`src/rtl/booth_bist_ctrl.sv`:
```
// booth_bist_ctrl: BIST sequencer that sweeps all operand pairs through a signed multiplier, checks and signs the products
module booth_bist_ctrl #(
    parameter int WIDTH = 4,
    parameter int TIMEOUT = 16,
    parameter logic [2*WIDTH-1:0] MISR_TAPS = 8'hB8
) (
    input  logic               clk,
    input  logic               rst_n,
    input  logic               bist_en,
    output logic [WIDTH-1:0]   mul_a,
    output logic [WIDTH-1:0]   mul_b,
    output logic               mul_start,
    input  logic               mul_busy,
    input  logic [2*WIDTH-1:0] mul_product,
    output logic               done,
    output logic               pass,
    output logic               timeout,
    output logic [7:0]         err_count,
    output logic [2*WIDTH-1:0] signature
);
    localparam int PW = 2 * WIDTH;

    typedef enum logic [2:0] {IDLE, LAUNCH, WAIT_BUSY, WAIT_DONE, CHECK, FINISH} state_t;

    state_t state, state_d;
    logic [PW-1:0] vec, vec_d, sig_d, expected;
    logic signed [PW-1:0] sa, sb;
    logic [7:0] tcnt, tcnt_d, err_d;
    logic to_d, done_d, pass_d, tcnt_last;

    assign mul_a = vec[PW-1:WIDTH];
    assign mul_b = vec[WIDTH-1:0];
    assign sa = {{WIDTH{mul_a[WIDTH-1]}}, mul_a};
    assign sb = {{WIDTH{mul_b[WIDTH-1]}}, mul_b};
    assign expected = sa * sb;
    assign tcnt_last = tcnt == 8'(TIMEOUT - 1);

    // next-state, vector sequencing, timeout, error counting and MISR update
    always_comb begin
        state_d = state;
        vec_d   = vec;
        tcnt_d  = tcnt;
        err_d   = err_count;
        sig_d   = signature;
        to_d    = timeout;
        if (!bist_en) state_d = IDLE;
        else case (state)
            IDLE: begin
                vec_d   = '0;
                err_d   = '0;
                sig_d   = '0;
                to_d    = 1'b0;
                state_d = LAUNCH;
            end
            LAUNCH: begin
                tcnt_d  = '0;
                state_d = WAIT_BUSY;
            end
            WAIT_BUSY: begin
                tcnt_d = tcnt + 8'd1;
                if (mul_busy) state_d = WAIT_DONE;
                else if (tcnt_last) begin
                    to_d    = 1'b1;
                    state_d = FINISH;
                end
            end
            WAIT_DONE: begin
                tcnt_d = tcnt + 8'd1;
                if (!mul_busy) state_d = CHECK;
                else if (tcnt_last) begin
                    to_d    = 1'b1;
                    state_d = FINISH;
                end
            end
            CHECK: begin
                err_d   = (mul_product != expected && err_count != 8'hFF) ? err_count + 8'd1 : err_count;
                sig_d   = {signature[PW-2:0], ^(signature & MISR_TAPS)} ^ mul_product;
                vec_d   = &vec ? vec : vec + PW'(1);
                state_d = &vec ? FINISH : LAUNCH;
            end
            default: ;
        endcase
        done_d = state_d == FINISH;
        pass_d = done_d && err_d == 8'd0 && !to_d;
    end

    // state and result registers; start pulse is registered off the next state
    always_ff @(posedge clk or negedge rst_n) begin
        if (!rst_n) begin
            state     <= IDLE;
            vec       <= '0;
            tcnt      <= '0;
            err_count <= '0;
            signature <= '0;
            timeout   <= 1'b0;
            done      <= 1'b0;
            pass      <= 1'b0;
            mul_start <= 1'b0;
        end else begin
            state     <= state_d;
            vec       <= vec_d;
            tcnt      <= tcnt_d;
            err_count <= err_d;
            signature <= sig_d;
            timeout   <= to_d;
            done      <= done_d;
            pass      <= pass_d;
            mul_start <= state_d == LAUNCH;
        end
    end
endmodule

```
`config.mk`:
```
export PLATFORM = sky130hd
export DESIGN_NAME = booth_bist_ctrl
export DESIGN_NICKNAME = d
export VERILOG_FILES = /design/src/rtl/booth_bist_ctrl.sv
export SDC_FILE = /design/constraint.sdc
export NUM_CORES = 1
export LEC_CHECK = 0
export BUFFER_PORTS_ARGS = -buffer_cell sky130_fd_sc_hd__buf_2
export CAP_MARGIN = 20
export CELL_PAD_IN_SITES_DETAIL_PLACEMENT = 1
export CELL_PAD_IN_SITES_GLOBAL_PLACEMENT = 1
export CORE_UTILIZATION = 44
export DETAILED_ROUTE_END_ITERATION = 8
export PLACE_DENSITY_LB_ADDON = 0.05
export SLEW_MARGIN = 20
export SYNTH_ARGS = -nofsm -noshare
export SYNTH_HDL_FRONTEND = slang
export SYNTH_SLANG_ARGS = --single-unit
```
`constraint.sdc`:
```
create_clock -name clk -period 5.7 [get_ports clk]
set_input_delay 1.14 -clock clk [delete_from_list [all_inputs] [get_ports clk]]
set_output_delay 1.14 -clock clk [all_outputs]
set_load 0.1 [all_outputs]
```
== Yosys cells after proc, flatten, opt, wreduce, memory -nomap -nowiden ==
Cells that the tools add are included.
Word-level totals
  register bits after elaboration: 39
  input port bits: 12
  output and inout bits: 28
  logic and storage cells: 56
Operators by class
  $add $sub $neg: 3
  multiply operators: 1
  equal/unequal tests: 10
  mux-type cells: 18
  bitwise gates (word level): 1
  reductions and logical operators: 14
Operators with widths (number)
  $pmux W8 S2: 4
  $add A8 B1 Y8 const B: 3
  $mux W8: 3
  $mux W3: 5
  $pmux W3 S5: 1
  $eq A8 B4 Y1 const B: 1
  $logic_not A8 Y1: 1
  $mul A4 B4 Y8: 1
  $ne A8 B8 Y1: 1
  $ne A8 B8 Y1 const B: 1
  $reduce_and A8 Y1: 1
  $reduce_xor A8 Y1: 1
  $xor A8 B8 Y8: 1
  $eq A3 B1 Y1 const B: 2
  $eq A3 B2 Y1 const B: 2
  $eq A3 B3 Y1 const B: 2
  $mux W1: 4
  $reduce_and A2 Y1: 2
  $reduce_bool A2 Y1: 2
  $logic_and A1 B1 Y1: 3
  $logic_not A3 Y1: 1
  $pmux W1 S3: 1
  $reduce_and A3 Y1: 1
  $ne A2 B2 Y1 const B: 1
  2 further kinds: 2

== Longest topological paths before layout ==
Gate-level depths: netlist of the first run.
  depth after elaboration: 9
  depth in mapped cells: 18
  depth with buffers taken out: 17

== Worst setup path after synthesis of the first run ==
OpenSTA, ideal clock, no wires.
  path type: register -> register
  from: register vec[6]
  to: register pass
  library setup time: 0.096 ns
  data arrival time: 5.314 ns
  data required time: 5.604 ns
  setup slack: 0.290 ns
  stages on the path, launching flop included: 19
  buffers on the path: 1
  clock period less this slack: 5.410 ns
  path through: dfrtp_1 > clkbuf_1 > nand2_1 > fa_1 > inv_1 > fa_1 > inv_1 > fa_1 > inv_1 > ha_1 > fa_1 > a21o_1 > a21oi_1 > xnor3_1 > nor3_4 > nor4_1 > xor2_1 > o31a_1 > nor4_2
Between the ends
  cells in the longest elaborated chain, start to end: 9
  elaborated cells on any way between the ends: 14
  those cells by class: mul: 1; eq/ne: 2; mux: 6; reduce/logical: 5
Ends and longest elaborated chain
  from (decl): RTL line 26  | logic [PW-1:0] vec, vec_d, sig_d, expected;
  from (signal assigned): RTL line 101  | vec <= vec_d;
  $mul A4 B4 Y8: RTL line 35  | assign expected = sa * sb;
  $ne A8 B8 Y1: RTL line 76  | err_d = (mul_product != expected && err_count != 8'hFF) ? err_count + 8'd1 : err_count;
  $logic_and A1 B1 Y1: RTL line 76
  $mux W8: RTL line 76
  $pmux W8 S2: RTL line 47  | else case (state)
  $mux W8: RTL line 46  | if (!bist_en) state_d = IDLE;
  $logic_not A8 Y1: RTL line 84  | pass_d = done_d && err_d == 8'd0 && !to_d;
  $logic_and A1 B1 Y1 * (2 in a row): RTL line 84
  named net pass_d: RTL line 29  | logic to_d, done_d, pass_d, tcnt_last;
  to (signal assigned): RTL line 107  | pass <= pass_d;
  to (decl): RTL line 16  | output logic pass,
Mark *: on every way through the listed nets, which the timed path passes. The rest lies on a longest branch.
A chain may end at the register's enable or synchronous reset.

== Final worst setup path of the first run ==
  from: register vec[4]
  to: register pass
Same word-level chain as after synthesis.

==> impl_results.md, run 1 <==
* Detail Placement HPWL at a little over 5000 um
* CTS Buf Count at 5
* Crit share post-route at just under 90%
* Top-Level Pins at 40
* Worst EP required at roughly 5900 ps
* Crit-path max cell delay at ~540 ps
* Die ar. at 6570 um^2
* Hold depth at 1
* Min Tclk post-route at 5100 ps
* CTS Hold Buffers Added at 0
* Status: completed
* Die outline width at slightly above 80 um
* First-pass GRT wire length at between 10000 and 15000 um
* Final hold vios at 0
* CTS tree: built
* Final-stage net count at 372
* Routed len/inst at 16.4 um
* HP Class: flop to flop
* Max Cap Viol at 0
* Worst Skew at a little under 9 ps
* R2r startpoint: vec[4]$_DFFE_PN0P_
* Reg clk slew, reported paths at around 80 ps
* Postcts setup bufs at 0
* Post-synth net total at around 340
* Setup tns final at 0 ps
* Final setup margin at around 600 ps
* Critical Path Start: vec[4]$_DFFE_PN0P_
* Number of global-route vias before repair at 2309
* Synth unique cells at between 40 and 50
* Grt total ovfl at 0
* WS Path Type: flop to flop
* Chip height at between 80 and 90 um
* Flop2flop setup slack at 600 ps
* Worst Setup End Kind: flop
* Worst-margin pin slew at between 800 and 900 ps
* Iteration-0 DRC Markers at 53
* Footprint of the multi-input gates at between 1500 and 2000 um^2
* PostCTS Resize Cnt at 0
* Crit path DAT at approximately 5300 ps
* Initial antenna violation count at 0
* Yosys Warn Count at 0
* Slowest CP cell: fa_1
* Cell family with most CP delay: adder cells
* Routed Antenna Nets at 0
* EDFF count, synth at 0
* Hold Path Origin: tcnt[0]$_DFFE_PN0P_
* Root buffer cell: clkbuf_8
* Buf+Inv Stages, Crit Path at 3
* Total Routing Usage GR at roughly 23%
* Worst Hold Path EP: tcnt[0]$_DFFE_PN0P_
* TritonCTS Sinks at 39
* Largest net degree at the start of global routing at 40
* Final Max Slew Viols at 0
* RSZ-0062 raised after global routing: no
* PortBufs at 39
* Initial Utilization at between 40 and 50%
* Cell Rows at 28
* Syn avg cell area at between 9 and 10 um^2
* Residual DRC at 0
* Final estimated routing congestion in global placement at between 0.7 and 0.8
* Fraction of layout instances using a drive strength above 1 at ~16%
* Worst-Skew Late Latency at between 200 and 300 ps
* Ys async rst share at 100%
* Core area at ~6000 um^2
* Most used cell, CP: fa_1
* Sequential area share after synthesis at between 30% and 40%
* CTS max path bufs at 2
* Leak at approximately 1.6 nW
* R2R cell count at 17
* Max IR drop VDD at between 150 and 200 uV
* Initial DRT Pass Iterations at 4
* Max Clk Rate at 0.196 GHz
* Layout area overhead at 13.1%
* PwrDens at roughly 230 nW/um^2
* # fillers at 713
* Place WS at approximately 640 ps
* Yosys reg bits at 39
* Diodes inserted at 0
* Drt via density at approximately 5.4
* Critical-path cell list: nand2b_1 -> fa_1 -> inv_1 -> fa_1 -> inv_1 -> fa_1 -> inv_1 -> ha_1 -> fa_1 -> a21o_1 -> a21oi_1 -> xnor3_1 -> nor3_4 -> nor4_1 -> xor2_1 -> o31a_1 -> nor4_2
* Sequential cell area at around 980 um^2
* Slew HR at between 40 and 50%
* Vias post-DR at ~2200
* Mapped cell area at between 2000 and 3000 um^2
* Synth Instances at around 300
* Prevailing post-synth register cell: dfrtp_1
* Crit start category: flop
* Setup violations, final at 0
* Crit path max fanout at 10
* Htree depth at 2
* R2r endpoint: pass$_DFF_PN0_
* Post-Route WL at about 6700 um
-- synth_stat cells (all sizes together), types with 8 or more instances --
master  number  area (um^2)
xnor2       17          149
dfrtp       39          976
clkbuf       8         30.0
fa           9          180
nor2        27          104
ha          15          188
nand2       33          124
inv         19         71.3
nand3        9         45.0
o21ai       14         70.1
xor2        21          184
and2        12         76.3
o31ai        9         67.6
a21oi       11         55.1
-- worst max-delay path by stage --
stage / endpoint / slack, ps / depth (start not counted)
6_report: pass$_DFF_PN0_ / 600 / 17
5_1_grt: pass$_DFF_PN0_ / 300 / 17
4_1_cts: pass$_DFF_PN0_ / 590 / 17
3_5_place_dp: pass$_DFF_PN0_ / 640 / 17
3_3_place_gp: pass$_DFF_PN0_ / 810 / 17
2_1_floorplan: pass$_DFF_PN0_ / 290 / 18
-- metrics by stage --
| step | hold slack [ps] | util (%) | power, mW | area (um^2) | cells |
|---|---|---|---|---|---|
| after floorplan | 485 | - | 0.460 | 2750 | 299 |
| after detailed placement | 513 | 50.3 | 0.506 | 3010 | 404 |
| after global placement | 502 | 50.3 | 0.503 | 3010 | 404 |
| final | 528 | 51.9 | 0.708 | 3110 | 412 |
| after global routing | 555 | 51.9 | 0.744 | 3110 | 412 |
| after CTS | 531 | 51.9 | 0.718 | 3110 | 412 |
-- metal layers --
layer / vias up / part of all wire (%) / track usage, %
met5: - / 0 / 0
met4: 0 / 1.0 / 6.25
met3: 6 / 2.1 / 3.71
met2: 24 / 50 / 38.7
met1: 1094 / 47 / 29.8
li1: 1104 / - / -
-- worst reg2reg max path, cell delays in order (launching register included) --
cell      delay [ps]
dfrtp_1          450
nand2b_1         200
fa_1             540
inv_1             50
fa_1             530
inv_1             50
fa_1             510
inv_1             50
ha_1             230
fa_1             420
a21o_1           190
a21oi_1          130
xnor3_1          440
nor3_4           390
nor4_1           130
xor2_1           190
o31a_1           340
nor4_2           140
-- registers in the layout, summed over array words and instances, names as in the netlist --
name       count
state          3
mul_start      1
pass           1
vec            8
signature      8
timeout        1
tcnt           8
done           1
err_count      8
-- layout make-up --
type                            instances  share of cell area (%)
Clock buffer                            8                    3.22
Tap cell                               75                    3.02
Sequential cell                        39                    31.4
Multi-Input combinational cell        231                    53.6
Inverter                               19                    2.29
Timing Repair Buffer                   40                    6.52
-- where the power goes --
group / leakage (nW) / internal (mW) / switching (mW) / total, mW
Clock: 0.0515 / 0.111 / 0.0961 / 0.207
Combinational: 1.02 / 0.0431 / 0.132 / 0.175
Sequential: 0.537 / 0.297 / 0.0295 / 0.326
Total: 1.61 / 0.450 / 0.257 / 0.708
-- placed cells by master (no fill, tap or decap), types with 7 or more instances in the layout --
cell	synthesis	final
nand3_1	9	9
o21ai_0	12	12
xnor2_1	17	17
nor2_1	26	26
clkbuf_8	0	7
ha_1	15	15
xor2_1	21	21
inv_1	19	19
buf_2	0	39
o31ai_1	9	9
nand2_1	33	33
and3_1	7	7
fa_1	9	9
dfrtp_1	39	39
a21oi_1	11	11
and2_1	11	11
-- cells by family after synthesis --
logic type | Yosys count | synth area share, %
buffers and inverters | 29 | 3.96
AOI/OAI and AO/OA | 52 | 12.7
xor gates and xnor gates | 39 | 12.9
adders and majority gates | 25 | 13.7
DFF | 39 | 35.5
muxes | 1 | 0.364
and+or+nand+nor | 114 | 20.9
Note: power is estimated with default switching activity, not from simulation.
==> inputs of run 2 (changes only) <==
--- a/config.mk
+++ b/config.mk
@@ -9,6 +9,7 @@
 export CAP_MARGIN = 20
 export CELL_PAD_IN_SITES_DETAIL_PLACEMENT = 1
 export CELL_PAD_IN_SITES_GLOBAL_PLACEMENT = 1
+export CORE_ASPECT_RATIO = 0.75
 export CORE_UTILIZATION = 44
 export DETAILED_ROUTE_END_ITERATION = 8
 export PLACE_DENSITY_LB_ADDON = 0.05
==> run 2 against run 1 <==
Worst hold slack better by 8.9 ps; combinational power barely moved; wire length rose by 2.5%; clock skew shrank 4.3 ps; register-to-register slack worse by 99 ps; via count rose by 3.2%; critical endpoint unchanged; largest cell class unchanged; largest power group unchanged.
==> impl_results.md, run 2 (synthesized netlist as in run 1, its figures left out) <==
* Final Cell Area at 3100 um^2 (-0.24%)
* Initial antenna violation count at 0 (unchanged)
* Largest net degree at the start of global routing at 40 (unchanged)
* Crit path DAT at 5400 ps (+110 ps)
* Detail Placement HPWL at 5250 um (+1.3%)
* GR Layer Usage met3 at 4.03% (+0.32 points)
* Setup violations, final at 0 (unchanged)
* Footprint of the multi-input gates at 1670 um^2 (unchanged)
* Vias post-DR at 2300 (+3.2%)
* Placed cell count at 408 (+0.99%)
* Max Cap Viol at 0 (unchanged)
* CTS tree: built
* Min Tclk post-route at 5200 ps (+98.9 ps)
* First-pass GRT wire length at 11800 um (+4.4%)
* TritonCTS Sinks at 39 (unchanged)
* Cell Rows at 24 (-14%)
* Grt total ovfl at 0 (unchanged)
* Setup tns final at 0 ps (unchanged)
* Area after DPL at 3020 um^2 (+0.37%)
* Fin cells at 416 (+0.97%)
* Worst-margin pin slew at 912 ps (+22.9 ps)
* Levels on crit path at 17 (unchanged)
* Diodes inserted at 0 (unchanged)
* Total Routing Usage GR at 23.4% (+0.62 points)
* Buf+Inv Stages, Crit Path at 3 (unchanged)
* Routed len/inst at 16.6 um (+1.5%)
* Commonest cells after routing, fill and taps aside: dfrtp_1, buf_2, nand2_1
* CTS max path bufs at 2 (unchanged)
* Final hold vios at 0 (unchanged)
* Grt met1 use at 35.4% (+5.6 points)
* Leak at 1.60 nW (-0.24%)
* Top-Level Pins at 40 (unchanged)
* Initial DRT Pass Iterations at 4 (unchanged)
* Residual DRC at 0 (unchanged)
* Sequential cell area at 976 um^2 (unchanged)
* Final-stage net count at 373 (+0.27%)
* Root buffer cell: clkbuf_8
* Hold depth at 1 (unchanged)
* Reg clk slew, reported paths at 80 ps (about the same)
* Crit path max fanout at 10 (unchanged)
* Die outline width at 93.3 um (+15%)
* Worst Skew at 4.51 ps (-4.29 ps)
* Critical-path cell list: nand2b_1 -> fa_1 -> inv_1 -> fa_1 -> inv_1 -> fa_1 -> inv_1 -> ha_1 -> fa_1 -> a21o_1 -> a21oi_1 -> xnor3_1 -> nor3_4 -> nor3_2 -> xnor2_1 -> o221ai_1 -> nor4_2
* Worst Setup End Kind: flop
* Crit share post-route at 91.1% (+1.7 points)
* Htree depth at 2 (unchanged)
* HP Class: flop to flop
* Status: completed
* PwrDens at 224 nW/um^2 (-1.8%)
* Final Max Slew Viols at 0 (unchanged)
* Crit start category: flop
* Worst EP required at 5910 ps (+20 ps)
* CTS Hold Buffers Added at 0 (unchanged)
* WS Path Type: flop to flop
* PostCTS Resize Cnt at 0 (unchanged)
* Post-Route WL at 6910 um (+2.5%)
* Initial Utilization at 46.5% (+0.58 points)
* Fraction of layout instances using a drive strength above 1 at 16.0% (-0.047 points)
* Max IR drop VDD at 88.3 uV (-45%)
* Slowest CP cell: fa_1
* RSZ-0062 raised after global routing: no
* Slew HR at 39.2% (-1.5 points)
* Max Clk Rate at 0.192 GHz (-1.9%)
* Die ar. at 6580 um^2 (about the same)
* Power Total at 694 uW (-2.0%)
* Crit-path max cell delay at 550 ps (about the same)
* Grt peak-use layer: met1
* # fillers at 710 (-0.42%)
* Most used cell, CP: fa_1
* Postcts setup bufs at 0 (unchanged)
* CTS Buf Count at 5 (unchanged)
* Chip height at 70.5 um (-13%)
* Met2 usage in global routing at 34.0% (-4.8 points)
* Post-layout util at 52.5% (+0.53 points)
* Drt via density at 5.53 (+2.2%)
* PortBufs at 39 (unchanged)
* Layout area overhead at 12.8%
* Number of global-route vias before repair at 2362 (+2.3%)
* Final estimated routing congestion in global placement at 0.820 (+3.2%)
* Cell family with most CP delay: adder cells
* Worst-Skew Late Latency at 300 ps (about the same)
* Routed Antenna Nets at 0 (unchanged)
* Core area at 5920 um^2 (-1.3%)
* Iteration-0 DRC Markers at 93 (+75%)
* R2R cell count at 17 (unchanged)
run 2: final timing paths:
check	endpoint	startpoint	slack (ps)
setup reg to reg	pass$_DFF_PN0_	vec[4]$_DFFE_PN0P_	500
max in group asynchronous	signature[6]$_DFFE_PN0P_	rst_n	4160
setup / recovery	pass$_DFF_PN0_	vec[4]$_DFFE_PN0P_	500
hold / removal	tcnt[0]$_DFFE_PN0P_	tcnt[0]$_DFFE_PN0P_	540
hold reg to reg	tcnt[0]$_DFFE_PN0P_	tcnt[0]$_DFFE_PN0P_	540
min in group asynchronous	vec[5]$_DFFE_PN0P_	rst_n	970
run 2: layout make-up:
cell class | count | area share, %
tap | 78 | 3.15
clock inverter | 1 | 0.161
inverter | 19 | 2.30
clock buffer | 7 | 2.46
timing repair buffer | 41 | 6.77
sequential | 39 | 31.5
multi-input combinational | 231 | 53.7
run 2: layer usage:
layer / share of wire (%) / vias to the layer above / wire [um]
li1: - / 1109 / -
met1: 52 / 1142 / 3610
met2: 43 / 40 / 3010
met3: 3.1 / 9 / 212
met4: 1.2 / 0 / 82
met5: 0 / - / 0
run 2: through the flow:
stage / hold slack, ps / worst slack, ps
after floorplan: 485 / 290
after global placement: 503 / 711
after detailed placement: 519 / 566
after CTS: 537 / 547
after global routing: 579 / 208
final: 537 / 505
run 2: report_power, final:
part           internal [mW]  switching, mW
clock network         0.0862          0.104
logic                 0.0435          0.133
registers              0.297         0.0306
total                  0.426          0.267
run 2: worst register-to-register path, delay by kind of cell (launching register included):
| family | cells | cell delay, ps |
|---|---|---|
| AND/OR/NAND/NOR | 4 | 1040 |
| AO/OA/AOI/OAI | 3 | 510 |
| buffers and inverters | 3 | 180 |
| adder cells (fa/ha/maj) | 5 | 2220 |
| flip-flops | 1 | 460 |
| XOR/XNOR | 2 | 720 |
